<file path="src/rtl/temp_sensor_scheduler_pkg.sv">
// Shared definitions for the temperature sensor scheduler: channel and
// datapath widths, default tuning parameters, FSM states and the
// round-robin channel picker.
package temp_sensor_scheduler_pkg;

  localparam int NUM_CH             = 4;
  localparam int SENSOR_W           = 4;
  localparam int TEMP_W             = 8;
  localparam int BASE_W             = 5;
  localparam int CH_W               = $clog2(NUM_CH);
  localparam int DEFAULT_SHIFT      = 3;
  localparam int DEFAULT_ALARM_HYST = 2;

  typedef enum logic [1:0] {
    IDLE = 2'd0,
    MUL  = 2'd1,
    ADD  = 2'd2
  } stateT;

  // Returns {found, index}. The search starts one past the last served
  // channel, so the channel just served has the lowest priority.
  function automatic logic [CH_W:0] rrPick(input logic [NUM_CH-1:0] req,
                                           input logic [CH_W-1:0]   last);
    logic [CH_W:0]   result;
    logic [CH_W-1:0] idx;
    result = '0;
    for (int i = NUM_CH; i >= 1; i--) begin
      idx = last + CH_W'(i);
      if (req[idx]) result = {1'b1, idx};
    end
    return result;
  endfunction

endpackage

</file>
<file path="src/rtl/temp_sensor_scheduler_if.sv">
// Sensor request/acknowledge and result bus between the scheduler (slave)
// and its environment (master).
interface temp_sensor_scheduler_if;
  import temp_sensor_scheduler_pkg::*;

  logic [NUM_CH-1:0]          sns_req;
  logic [NUM_CH*SENSOR_W-1:0] sns_val;
  logic [NUM_CH-1:0]          sns_ack;
  logic [BASE_W-1:0]          base_temp;
  logic [TEMP_W-1:0]          alarm_thresh;
  logic [TEMP_W-1:0]          temp_out;
  logic [CH_W-1:0]            temp_ch;
  logic                       temp_valid;
  logic                       busy;
  logic [NUM_CH-1:0]          alarm;

  modport master (
    output sns_req, sns_val, base_temp, alarm_thresh,
    input  sns_ack, temp_out, temp_ch, temp_valid, busy, alarm
  );

  modport slave (
    input  sns_req, sns_val, base_temp, alarm_thresh,
    output sns_ack, temp_out, temp_ch, temp_valid, busy, alarm
  );

endinterface

</file>
<file path="src/rtl/temp_sensor_scheduler_mul.sv">
// temp_shift_add_mul: sequential shift-add multiplier, one multiplier bit
// per cycle, LSB first. Operands are captured on start; done is high
// during the cycle whose closing edge performs the final step, so product
// is complete right after that edge and holds until the next start.
module temp_shift_add_mul
  import temp_sensor_scheduler_pkg::*;
#(
  parameter int W = SENSOR_W
) (
  input  logic           clk,
  input  logic           rst_n,
  input  logic           start,
  input  logic [W-1:0]   a,
  input  logic [W-1:0]   b,
  output logic [2*W-1:0] product,
  output logic           done
);

  localparam int CNT_W = $clog2(W);

  logic [2*W-1:0] mcand;
  logic [2*W-1:0] acc;
  logic [W-1:0]   mplier;
  logic [CNT_W-1:0] count;
  logic           running;

  assign done    = running && (count == CNT_W'(W - 1));
  assign product = acc;

  // Load operands on start, then add the shifted multiplicand for each set multiplier bit.
  always_ff @(posedge clk or negedge rst_n) begin
    if (!rst_n) begin
      mcand   <= '0;
      acc     <= '0;
      mplier  <= '0;
      count   <= '0;
      running <= 1'b0;
    end else if (start) begin
      mcand   <= {{W{1'b0}}, a};
      acc     <= '0;
      mplier  <= b;
      count   <= '0;
      running <= 1'b1;
    end else if (running) begin
      if (mplier[0]) acc <= acc + mcand;
      mcand  <= mcand << 1;
      mplier <= mplier >> 1;
      count  <= count + 1'b1;
      if (done) running <= 1'b0;
    end
  end

endmodule

</file>
<file path="src/rtl/temp_sensor_scheduler.sv">
// temp_sensor_scheduler: round-robin scheduler for four 4-bit temperature
// sensors. Each granted sample is squared by a shift-add multiplier,
// scaled by SHIFT and offset by base_temp, yielding one result per six
// cycles. Optional per-channel over-temperature alarm with hysteresis is
// built only when the macro TEMP_ALARM_EN is defined.
module temp_sensor_scheduler
  import temp_sensor_scheduler_pkg::*;
#(
  parameter int SHIFT      = DEFAULT_SHIFT,
  parameter int ALARM_HYST = DEFAULT_ALARM_HYST
) (
  input logic                    clk,
  input logic                    rst_n,
  temp_sensor_scheduler_if.slave bus
);

  stateT state, nextState;

  logic                  grant;
  logic                  loadResult;
  logic                  mulDone;
  logic                  pickFound;
  logic [CH_W-1:0]       pickIdx;
  logic [CH_W-1:0]       lastServed;
  logic [CH_W-1:0]       curCh;
  logic [SENSOR_W-1:0]   pickVal;
  logic [2*SENSOR_W-1:0] product;
  logic [TEMP_W-1:0]     newTemp;

  assign {pickFound, pickIdx} = rrPick(bus.sns_req, lastServed);
  assign pickVal = bus.sns_val[pickIdx*SENSOR_W +: SENSOR_W];
  assign newTemp = TEMP_W'(bus.base_temp) + TEMP_W'(product >> SHIFT);

  temp_shift_add_mul #(.W(SENSOR_W)) mulInst (
    .clk     (clk),
    .rst_n   (rst_n),
    .start   (grant),
    .a       (pickVal),
    .b       (pickVal),
    .product (product),
    .done    (mulDone)
  );

  // FSM state register.
  always_ff @(posedge clk or negedge rst_n) begin
    if (!rst_n) state <= IDLE;
    else        state <= nextState;
  end

  // Next state: wait for any request, run the multiply, then one add cycle.
  always_comb begin
    nextState = state;
    case (state)
      IDLE:    if (|bus.sns_req) nextState = MUL;
      MUL:     if (mulDone) nextState = ADD;
      ADD:     nextState = IDLE;
      default: nextState = IDLE;
    endcase
  end

  // FSM outputs: requests are only looked at while idle.
  always_comb begin
    bus.busy   = (state != IDLE);
    grant      = (state == IDLE) && pickFound;
    loadResult = (state == ADD);
  end

  // Grant bookkeeping, one-cycle ack, and the registered result with its valid pulse.
  always_ff @(posedge clk or negedge rst_n) begin
    if (!rst_n) begin
      bus.sns_ack    <= '0;
      bus.temp_valid <= 1'b0;
      bus.temp_out   <= '0;
      bus.temp_ch    <= '0;
      lastServed     <= CH_W'(NUM_CH - 1);
      curCh          <= '0;
    end else begin
      bus.sns_ack    <= grant ? (NUM_CH'(1) << pickIdx) : '0;
      bus.temp_valid <= loadResult;
      if (grant) begin
        curCh      <= pickIdx;
        lastServed <= pickIdx;
      end
      if (loadResult) begin
        bus.temp_out <= newTemp;
        bus.temp_ch  <= curCh;
      end
    end
  end

`ifdef TEMP_ALARM_EN
  logic [NUM_CH-1:0] alarmReg;
  logic [TEMP_W-1:0] clearLevel;

  assign clearLevel = (bus.alarm_thresh > TEMP_W'(ALARM_HYST)) ?
                      (bus.alarm_thresh - TEMP_W'(ALARM_HYST)) : '0;
  assign bus.alarm  = alarmReg;

  // Set at or above threshold, clear below threshold minus hysteresis, else hold; only the served channel moves.
  always_ff @(posedge clk or negedge rst_n) begin
    if (!rst_n) begin
      alarmReg <= '0;
    end else if (loadResult) begin
      if (newTemp >= bus.alarm_thresh) alarmReg[curCh] <= 1'b1;
      else if (newTemp < clearLevel)   alarmReg[curCh] <= 1'b0;
    end
  end
`else
  assign bus.alarm = '0;
`endif

endmodule

</file>
<file path="src/flat_wrapper.sv">
// flat-port wrapper written by rule: the top's interface ports become plain ports
module temp_sensor_scheduler_flat import temp_sensor_scheduler_pkg::*;
#(
  parameter int SHIFT      = DEFAULT_SHIFT,
  parameter int ALARM_HYST = DEFAULT_ALARM_HYST
)
  (clk, rst_n, bus_sns_req, bus_sns_val, bus_base_temp, bus_alarm_thresh, bus_sns_ack, bus_temp_out, bus_temp_ch, bus_temp_valid, bus_busy, bus_alarm);
  temp_sensor_scheduler_if bus_i ();
  input logic clk;
  input logic rst_n;
  input wire logic [$bits(bus_i.sns_req)-1:0] bus_sns_req;
  input wire logic [$bits(bus_i.sns_val)-1:0] bus_sns_val;
  input wire logic [$bits(bus_i.base_temp)-1:0] bus_base_temp;
  input wire logic [$bits(bus_i.alarm_thresh)-1:0] bus_alarm_thresh;
  output wire logic [$bits(bus_i.sns_ack)-1:0] bus_sns_ack;
  output wire logic [$bits(bus_i.temp_out)-1:0] bus_temp_out;
  output wire logic [$bits(bus_i.temp_ch)-1:0] bus_temp_ch;
  output wire logic [$bits(bus_i.temp_valid)-1:0] bus_temp_valid;
  output wire logic [$bits(bus_i.busy)-1:0] bus_busy;
  output wire logic [$bits(bus_i.alarm)-1:0] bus_alarm;
  assign bus_i.sns_req = bus_sns_req;
  assign bus_i.sns_val = bus_sns_val;
  assign bus_i.base_temp = bus_base_temp;
  assign bus_i.alarm_thresh = bus_alarm_thresh;
  assign bus_sns_ack = bus_i.sns_ack;
  assign bus_temp_out = bus_i.temp_out;
  assign bus_temp_ch = bus_i.temp_ch;
  assign bus_temp_valid = bus_i.temp_valid;
  assign bus_busy = bus_i.busy;
  assign bus_alarm = bus_i.alarm;
  temp_sensor_scheduler #(.SHIFT(SHIFT), .ALARM_HYST(ALARM_HYST)) u_core (.clk(clk), .rst_n(rst_n), .bus(bus_i));
endmodule
</file>
<file path="config.mk">
export PLATFORM = sky130hd
export DESIGN_NAME = temp_sensor_scheduler_flat
export DESIGN_NICKNAME = d
export VERILOG_FILES = /design/src/rtl/temp_sensor_scheduler_pkg.sv /design/src/rtl/temp_sensor_scheduler_if.sv /design/src/rtl/temp_sensor_scheduler_mul.sv /design/src/rtl/temp_sensor_scheduler.sv /design/src/flat_wrapper.sv
export SDC_FILE = /design/constraint.sdc
export NUM_CORES = 1
export LEC_CHECK = 0
export ABC_AREA = 1
export CAP_MARGIN = 15
export CORE_MARGIN = 3
export CORE_UTILIZATION = 51
export CTS_CLUSTER_DIAMETER = 40
export DETAILED_ROUTE_END_ITERATION = 10
export MAX_ROUTING_LAYER = met4
export PLACE_DENSITY_LB_ADDON = 0.15
export SYNTH_ARGS = -nofsm -noshare
export SYNTH_HDL_FRONTEND = slang
export SYNTH_SLANG_ARGS = --single-unit
</file>
<file path="constraint.sdc">
create_clock -name clk -period 2.2 [get_ports clk]
set_clock_uncertainty 0.1 [all_clocks]
set_input_delay 0.33 -clock clk [delete_from_list [all_inputs] [get_ports clk]]
set_output_delay 0.33 -clock clk [all_outputs]
set_load 0.01 [all_outputs]
</file>
==> Word-level counts from Yosys, hierarchy flattened <==
Index checks and enable logic that the tools add are counted.
{ "word_totals": {"word_cells": 66, "reg_bits": 44, "inputBits": 35} }
{ "classes": {"eq_ne": 5, "n_reduce_logical": 9, "muxes": 28, "add_sub_neg": 6, "n_lt_le_gt_ge": 4, "shifts": 2} }
{ "ops": {"columns": ["operator", "n"], "rows": [
  ["$mux W8", 5],
  ["$shiftx A16 B5 Y4", 1],
  ["$lt A2 B3 Y1 const B", 4],
  ["$mux W3", 4],
  ["$mux W4", 3],
  ["$add A8 B8 Y8", 1],
  ["$bmux W1 S2", 4],
  ["$mux W2", 4],
  ["$mux W1", 7],
  ["$add A5 B5 Y6", 1],
  ["$reduce_bool A2 Y1", 3],
  ["$add A2 B1 Y2 const B", 2],
  ["$add A2 B2 Y2 const B", 2],
  ["$eq A2 B2 Y1 const B", 2],
  ["$ne A2 B1 Y1 const B", 2],
  ["$pmux W2 S2", 1],
  ["$reduce_and A2 Y1", 2],
  ["$reduce_or A4 Y1", 1],
  ["$shl A1 B2 Y4 const A", 1],
  ["$eq A2 B1 Y1 const B", 1],
  ["$logic_and A1 B1 Y1", 2],
  ["$logic_not A2 Y1", 1]
]} }

==> Longest topological paths before layout <==
Gate-level depths: netlist of the first run.
{ "depth": {"word_depth": 9, "ltp_mapped": 15, "mapped_depth_nobuf": 13} }

==> Hierarchy <==
A second synthesis of the first run with hierarchy kept.
{ "hier_totals": {"cells_unflattened": 318, "area_unflattened_um2": 2519.9} }
{ "by_module_without_submodules": {"columns": ["mod", "n_inst", "cells_each", "area_each_um2", "seq_area_each_um2"], "rows": [
  ["temp_sensor_scheduler", 1, 175, 1273.7, 478.0],
  ["temp_shift_add_mul", 1, 143, 1246.2, 575.6]
]} }

==> Least setup slack after synthesis of the first run <==
No wires, ideal clock.
{ "synth_path": {"path_type": "flip-flop to flip-flop", "start": "reg u_core.lastServed[0]", "end": "reg u_core.mulInst.mcand[3]", "arrival_ps": 1600, "slack_ps": 376, "required_time_ps": 1976, "stages_incl_launch_ff": 16, "cell_sequence": "dfstp_2 buf_6 inv_8 nand2_1 nand2_1 nand2_1 nand2_2 nand2_4 nand2_2 nand2_4 nand2_4 buf_12 nand2_2 nand3_1 nand3_2 a21oi_2"} }
{ "synth_via": {"elab_chain_len": 8, "word_cells_on_any_way": 19, "cone_classes": "3 x add/sub; 1 x shift; 13 x mux; 2 x reduce/logical"} }
{ "synth_lines": {"columns": ["item", "line", "rtl"], "rows": [
  ["from (decl)", "temp_sensor_scheduler.sv:24", "logic [CH_W-1:0] lastServed;"],
  ["from (signal assigned)", "temp_sensor_scheduler.sv:75", "lastServed <= CH_W'(NUM_CH - 1);"],
  ["from (signal assigned)", "temp_sensor_scheduler.sv:82", "lastServed <= pickIdx;"],
  ["$add A2 B2 Y2 or $bmux W1 S2 (tied branches)", "temp_sensor_scheduler_pkg.sv:28, temp_sensor_scheduler_pkg.sv:29", null],
  ["$bmux W1 S2 or $mux W1 (tied branches)", "temp_sensor_scheduler_pkg.sv:29", "if (req[idx]) result = {1'b1, idx};"],
  ["$mux W1 (not written as such) or $mux W3 (tied branches)", "temp_sensor_scheduler_pkg.sv:29", null],
  ["$mux W3 (2 in a row)", "temp_sensor_scheduler_pkg.sv:29", null],
  ["$mux W3 *", "temp_sensor_scheduler_pkg.sv:29", null],
  ["$shiftx A16 B5 Y4 or $logic_and A1 B1 Y1 (tied branches)", "temp_sensor_scheduler.sv:31, temp_sensor_scheduler.sv:64", null],
  ["$mux W8 or $reduce_bool A2 Y1 (tied branches)", null, null],
  ["to (signal assigned)", "temp_sensor_scheduler_mul.sv:39", "mcand <= {{W{1'b0}}, a};"],
  ["to (signal assigned)", "temp_sensor_scheduler_mul.sv:46", "mcand <= mcand << 1;"],
  ["to (decl)", "temp_sensor_scheduler_mul.sv:21", "logic [2*W-1:0] mcand;"]
]} }
Every way passes the cells marked *; elsewhere a longest branch is shown, timed or not. The select of a mux whose other input is x is not followed.
A chain may end at the register's enable or synchronous reset.

==> Worst setup path after layout of the first run <==
{ "layout_path": {"start": "reg u_core.lastServed[0]", "end": "reg u_core.mulInst.mplier[2]"} }
{ "layout_via": {"elab_chain_len": 8, "word_cells_on_any_way": 19, "cone_classes": "3 x add/sub; 1 x shift; 13 x mux; 2 x reduce/logical"} }
{ "layout_lines": {"columns": ["item", "line", "rtl"], "rows": [
  ["$add A2 B2 Y2 or $bmux W1 S2 (tied branches)", "temp_sensor_scheduler_pkg.sv:28, temp_sensor_scheduler_pkg.sv:29", null],
  ["$bmux W1 S2 or $mux W1 (tied branches)", "temp_sensor_scheduler_pkg.sv:29", null],
  ["$mux W1 (not written as such) or $mux W3 (tied branches)", "temp_sensor_scheduler_pkg.sv:29", null],
  ["$mux W3 (2 in a row)", "temp_sensor_scheduler_pkg.sv:29", null],
  ["$mux W3 *", "temp_sensor_scheduler_pkg.sv:29", null],
  ["$shiftx A16 B5 Y4 or $logic_and A1 B1 Y1 (tied branches)", "temp_sensor_scheduler.sv:31, temp_sensor_scheduler.sv:64", null],
  ["$mux W4 or $reduce_bool A2 Y1 (tied branches)", null, null],
  ["to (signal assigned)", "temp_sensor_scheduler_mul.sv:47", "mplier <= mplier >> 1;"],
  ["to (decl)", "temp_sensor_scheduler_mul.sv:23", "logic [W-1:0] mplier;"]
]} }
Marked as above.

==> impl_metrics.tcl, run 1 <==
set metrics [dict create \
    synth_top_area_cell "dfrtp_1" \
    clockBufferDepth 2 \
    hold_depth 2 \
    die-width_um 76.4 \
    initial_utilization_pct 55.4 \
    yosysWarnings 0 \
    grtUsageMet3_pct 3.55 \
    worstSetupPathType "flop to flop" \
    ys_top_cells_by_area "dfrtp_1, nand2_1, nand3_1, ha_1, inv_1" \
    netlist.area_leader.share_pct 39.6 \
    worstHoldEndpoint "u_core.bus.temp_out[0]" \
    ys_seq_area_share_pct 41.7 \
    crit_required_ps 2330 \
    numCtsBuffers 5 \
    dr_total_vias 2115 \
    tns_ps 0 \
    max_cap_viol_count 0 \
    finalSetupViolations 0 \
    synthToLayoutAreaGrowth_pct 22.7 \
    nFillCells 370 \
    cp_max_fo 12 \
    reg2reg_to "u_core.mulInst.mplier[2]" \
    ioPinCount 55 \
    cts_sinks 42 \
    yosys_register_bits 42 \
    clockRootBuffer "clkbuf_8" \
    final_common_cell "nand2_1" \
    htree_num_levels 2 \
    powerDensity_mw_per_mm2 1450 \
    p_leak_uw 0.00158 \
    drt_iter0_markers 105 \
    worstHoldPathType "flop to flop" \
    synthesis.area_mm2 0.00253 \
    n_antenna_cell 0 \
    met1_usage_pct 24.9 \
    finalCritPeriodShare_pct 90.9 \
    grt_usage_pct 20.1 \
    wl_per_cell_um 12.4 \
    grt_pass1_wl_um 9290 \
    die_area_mm2 0.00584 \
    period_minus_slack_ps 2000 \
    rr_startpoint "u_core.lastServed[0]" \
    r2r_cells 11 \
    rsz0062_at_grt "false" \
    drv_slew 0 \
    fin_area_mm2 0.00310 \
    path_clk_slew_ps 80 \
    drt-total-wl_um 5210 \
    grt_antenna_before_repair 0 \
    drive_above_1_share_pct 14.4 \
    grt_max_degree 25 \
    routabilityCongestion 0.874 \
    die_y_um 76.4 \
    cts_tree "yes" \
    gr-total-overflow 0 \
    cp-end-kind "flop" \
    ant_nets 0 \
    nets 403 \
    holdCritStartpoint "u_core.bus.temp_out[0]" \
    r2r_setup_slack_ps 200 \
    max_freq_ghz 0.500 \
    worstSetupStartpointType "flop" \
    place_area_mm2 0.00298 \
    status "finished clean" \
    syn_area_per_cell_um2 8.23 \
    dr.pass1.iters 4 \
    grt-busiest-layer "met2" \
    grt_util_met2_pct 33.3 \
    first_global_vias 2100 \
    drc_errors 0 \
    synth_cell_types 33 \
    hpwlAfterDp_um 3950 \
    portBuffers 40 \
    vdd.ir_drop.worst_mv 0.855 \
    viasPerCell 5.05 \
    cp.arrival_ps 2130 \
    finalHoldViolations 0 \
    final_cell_mix "nand2_1, dfrtp_1, clkdlybuf4s50_1, nand3_1, inv_1" \
    core_mm2 0.00456 \
    netlist_instances 307 \
    clock_latency_ps 300 \
    rows 24 \
]
==> cells in the mapped netlist <==
cell type	number
nor3_1	2
nand2_1	57
o211ai_1	1
dfrtp_1	40
nor2_2	1
buf_4	6
or2_2	2
conb_1	1
a21oi_2	2
o21ai_2	1
a31oi_1	6
nand4_1	1
xor2_1	4
o21ai_0	21
a21oi_1	16
nor2_1	23
buf_6	1
nand3_2	6
nand3_4	1
dfstp_2	2
nor4_1	2
nand2_4	3
inv_1	32
xnor2_1	3
nand2_2	10
buf_2	4
clkbuf_1	3
ha_1	13
buf_12	1
fa_1	2
nand3_1	34
inv_8	1
inv_2	5
==> sequential cells by signal, summed over array words and instances (netlist names) <==
name,count
u_core.mulInst.mplier,4
u_core.lastServed,2
u_core.curCh,2
u_core.mulInst.running,1
u_core.bus.temp_valid,1
u_core.bus.temp_out,6
u_core.state,2
u_core.bus.temp_ch,2
u_core.bus.sns_ack,4
u_core.mulInst.count,2
u_core.mulInst.mcand,8
u_core.mulInst.product,8
==> report_power, final <==
group	switching [uW]	total [uW]	internal [uW]
registers	248	1370	1120
logic	1520	2610	1090
clock network	271	523	252
==> what timing repair did <==
item	CTS	global route
resized for setup	0	1
setup endpoints to repair	0	2
buffers inserted	0	1
hold buffers	1	0
endpoints found under the hold margin	18	0
==> logic make-up after synthesis <==
| group | share of synthesized area, % |
|---|---|
| AND/OR/NAND/NOR | 27.4 |
| adder cells (fa/ha/maj) | 8.02 |
| other | 0.148 |
| buffers and inverters | 10.2 |
| AO/OA/AOI/OAI | 10.1 |
| flip-flops | 41.7 |
| XOR/XNOR | 2.43 |
==> routing by layer <==
metal / vias up / routed length (um) / part of all wire (%)
li1: 1076 / - / -
met1: 994 / 2390 / 46
met2: 36 / 2570 / 49
met3: 9 / 173 / 3.3
met4: 0 / 78 / 1.5
met5: - / 0 / 0
==> cell type report <==
type / count / area [um^2] / share of cell area (%)
Tap cell: 65 / 81.3 / 2.62
Sequential cell: 42 / 1050 / 34.0
Clock buffer: 6 / 82.6 / 2.66
Timing Repair Buffer: 49 / 478 / 15.4
Multi-Input combinational cell: 217 / 1240 / 40.1
Clock inverter: 2 / 12.5 / 0.403
Inverter: 38 / 150 / 4.84
==> how the worst max path moves through the flow <==
stage	from	endpoint	slack (ps)	cells past startpoint
after global routing	u_core.lastServed[0]	u_core.mulInst.mplier[2]	20	12
after detailed placement	bus_sns_req[1]	u_core.mulInst.mplier[2]	10	13
after floorplan	u_core.lastServed[0]	u_core.mulInst.mcand[3]	380	15
after global placement	bus_sns_req[1]	u_core.mulInst.mplier[2]	50	13
final	u_core.lastServed[0]	u_core.mulInst.mplier[2]	200	11
after CTS	u_core.lastServed[0]	u_core.mulInst.mplier[2]	170	12
==> per-stage QoR <==
| stage | hold WS (ps) | utilization (%) | power (uW) | worst slack (ps) | std cells |
|---|---|---|---|---|---|
| 6_report | 386 | 68.0 | 4500 | 199 | 419 |
| 5_1_grt | 413 | 68.0 | 4950 | 24.3 | 419 |
| 4_1_cts | 388 | 67.6 | 4490 | 172 | 418 |
| 3_5_place_dp | 219 | 65.3 | 3960 | 12.4 | 409 |
| 3_3_place_gp | 213 | 65.3 | 3870 | 47.1 | 409 |
| 2_1_floorplan | -65.6 | - | 3280 | 376 | 312 |
==> worst max-delay path, stage by stage, from the launching register on <==
cell	delay [ps]
dfstp_2	660
buf_4	160
o21ai_2	60
nand2_1	80
nand2_1	80
inv_2	90
nand3_4	150
nand2_8	170
nand2_1	60
nand3_1	90
nand3_2	100
a21oi_1	130
Power figures use the tool's default switching activity.
==> run 2: changes to the inputs <==
--- a/config.mk
+++ b/config.mk
@@ -7,7 +7,6 @@
 export LEC_CHECK = 0
 export ABC_AREA = 1
 export CAP_MARGIN = 15
-export CORE_MARGIN = 3
 export CORE_UTILIZATION = 51
 export CTS_CLUSTER_DIAMETER = 40
 export DETAILED_ROUTE_END_ITERATION = 10
==> impl_metrics.tcl, run 2 (same netlist as run 1, synthesis figures left out) <==
set metrics [dict create \
    status "finished with violations" \
    violations "negative hold slack" \
    cp-end-kind "flop" \
    nets 400 \
    htree_num_levels 2 \
    crit_required_ps 2310 \
    viasPerCell 4.99 \
    powerDensity_mw_per_mm2 1440 \
    cp_max_fo 12 \
    worstSetupStartpointType "flop" \
    dr_total_vias 2086 \
    cp_slowest_cell "dfstp_2" \
    relSlewSlack_pct 65.5 \
    finalSetupViolations 0 \
    hpwlAfterDp_um 3580 \
    rows 25 \
    placed_cells 410 \
    max_cap_viol_count 0 \
    clockRootBuffer "clkbuf_8" \
    die_area_mm2 0.00524 \
    finalCritPeriodShare_pct 89.9 \
    drv_slew 0 \
    grt_antenna_before_repair 0 \
    grt_max_degree 43 \
    crit_chain "inv_8 > nand2_1 > nand2_1 > nand2_1 > nand2_2 > nand2_4 > nand3_4 > nand2_8 > nand2_1 > nand3_1 > nand3_2 > a21oi_1" \
    cts_tree "yes" \
    fin_util_pct 64.4 \
    routabilityCongestion 0.847 \
    dr.pass1.iters 4 \
    critPathTopFamily "simple AND/OR/NAND/NOR gates" \
    rsz0062_at_grt "false" \
    drive_above_1_share_pct 13.1 \
    numCtsBuffers 5 \
    final_common_cell "nand2_1" \
    synthToLayoutAreaGrowth_pct 21.2 \
    initial_utilization_pct 53.2 \
    core_mm2 0.00475 \
    worstMarginPinSlew_ps 517 \
    portBuffers 40 \
    ant_nets 0 \
    worstSetupPathType "flop to flop" \
    final_cell_mix "nand2_1, dfrtp_1, clkdlybuf4s50_1, nand3_1, inv_1" \
    tns_ps 0 \
    cts_hold_buf 0 \
    hold_slack_ps -5.81 \
    drt-total-wl_um 4850 \
    cp.arrival_ps 2090 \
    finalHoldViolations 7 \
    die_y_um 72.4 \
    drt_iter0_markers 125 \
    fin_area_mm2 0.00306 \
    cp_num_buf_inv 1 \
    path_clk_slew_ps 80 \
    gr-total-overflow 0 \
    power_switching_uw 1990 \
    die-width_um 72.4 \
    seqPwrFrac_pct 30.9 \
    cts_sinks 42 \
    vdd.ir_drop.worst_mv 0.709 \
    first_global_vias 2062 \
    ioPinCount 55 \
    clock_latency_ps 290 \
    place_area_mm2 0.00298 \
    max_freq_ghz 0.505 \
    combPwrFrac_pct 58.4 \
    cpMostUsedCell "nand2_1" \
    p_leak_uw 0.00156 \
    grt_pass1_wl_um 8670 \
    n_antenna_cell 0 \
    period_minus_slack_ps 1980 \
    grt_usage_pct 21.8 \
    max_stage_delay_ps 660 \
    wl_per_cell_um 11.6 \
    clock_power_share_pct 10.7 \
    p_int_uw 2420 \
    drc_errors 0 \
    p_sw_share_pct 45.2 \
    clockBufferDepth 2 \
    instances_no_fill 418 \
    worstHoldPathType "input port to async pin" \
]
==> run 2: cell types whose count changed in the layout (fill, tap and decap cells not counted), sizes merged <==
cell         previous run  this run
clkinvlp                1         0
dlygate4sd3             1         0
buf                     9         7
clkinv                  1         0
clkbuf                  6         8
==> run 2: layout make-up <==
| type | count | area, um^2 |
|---|---|---|
| fill | 426 | 1690 |
| timing repair buffer | 46 | 453 |
| inverter | 38 | 150 |
| multi-input combinational | 217 | 1240 |
| clock buffer | 8 | 80.1 |
| tap | 67 | 83.8 |
| sequential | 42 | 1050 |
==> run 2: layer usage <==
metal	share of wire (%)	GRT usage [%]	routed length (um)	up-vias
met5	0	-	0	-
met4	1.5	6.54	72	0
met3	3.4	4.44	163	9
met2	48	36.4	2330	45
met1	47	26.6	2280	960
li1	-	-	-	1072
==> run 2: final timing paths <==
kind | startpoint | to | slack (ps) | cells after the start
worst max-delay path | u_core.lastServed[0] | u_core.mulInst.mplier[1] | 220 | 12
worst min-delay path | rst_n | u_core.bus.temp_out[1] | -6 | 2
worst max register to register | u_core.lastServed[0] | u_core.mulInst.mplier[1] | 220 | 12
worst min register to register | u_core.bus.temp_ch[0] | u_core.bus.temp_ch[0] | 380 | 2
max in group asynchronous | rst_n | u_core.lastServed[0] | 1630 | 2
min in group clk | u_core.bus.temp_ch[0] | u_core.bus.temp_ch[0] | 380 | 2
==> run 2: power groups by stage <==
| stage | Clock (uW) | Sequential (uW) | Combinational, uW |
|---|---|---|---|
| after floorplan | 0 | 1340 | 1940 |
| after global placement | 0 | 1370 | 2500 |
| after detailed placement | 0 | 1380 | 2550 |
| after CTS | 486 | 1360 | 2570 |
| after global routing | 516 | 1400 | 2940 |
| final | 474 | 1360 | 2580 |
==> run 2: through the flow <==
step           worst slack [ps]  hold slack (ps)  total power, uW
2_1_floorplan               376            -65.6             3280
3_3_place_gp               24.5              327             3870
3_5_place_dp               3.72              329             3930
4_1_cts                     182             12.8             4420
5_1_grt                    18.7             35.1             4850
6_report                    221            -5.81             4410
==> run 2: repair_timing <==
action	CTS	global route
setup buffers	0	0
setup endpoints to repair	0	4
gates resized for setup	0	1
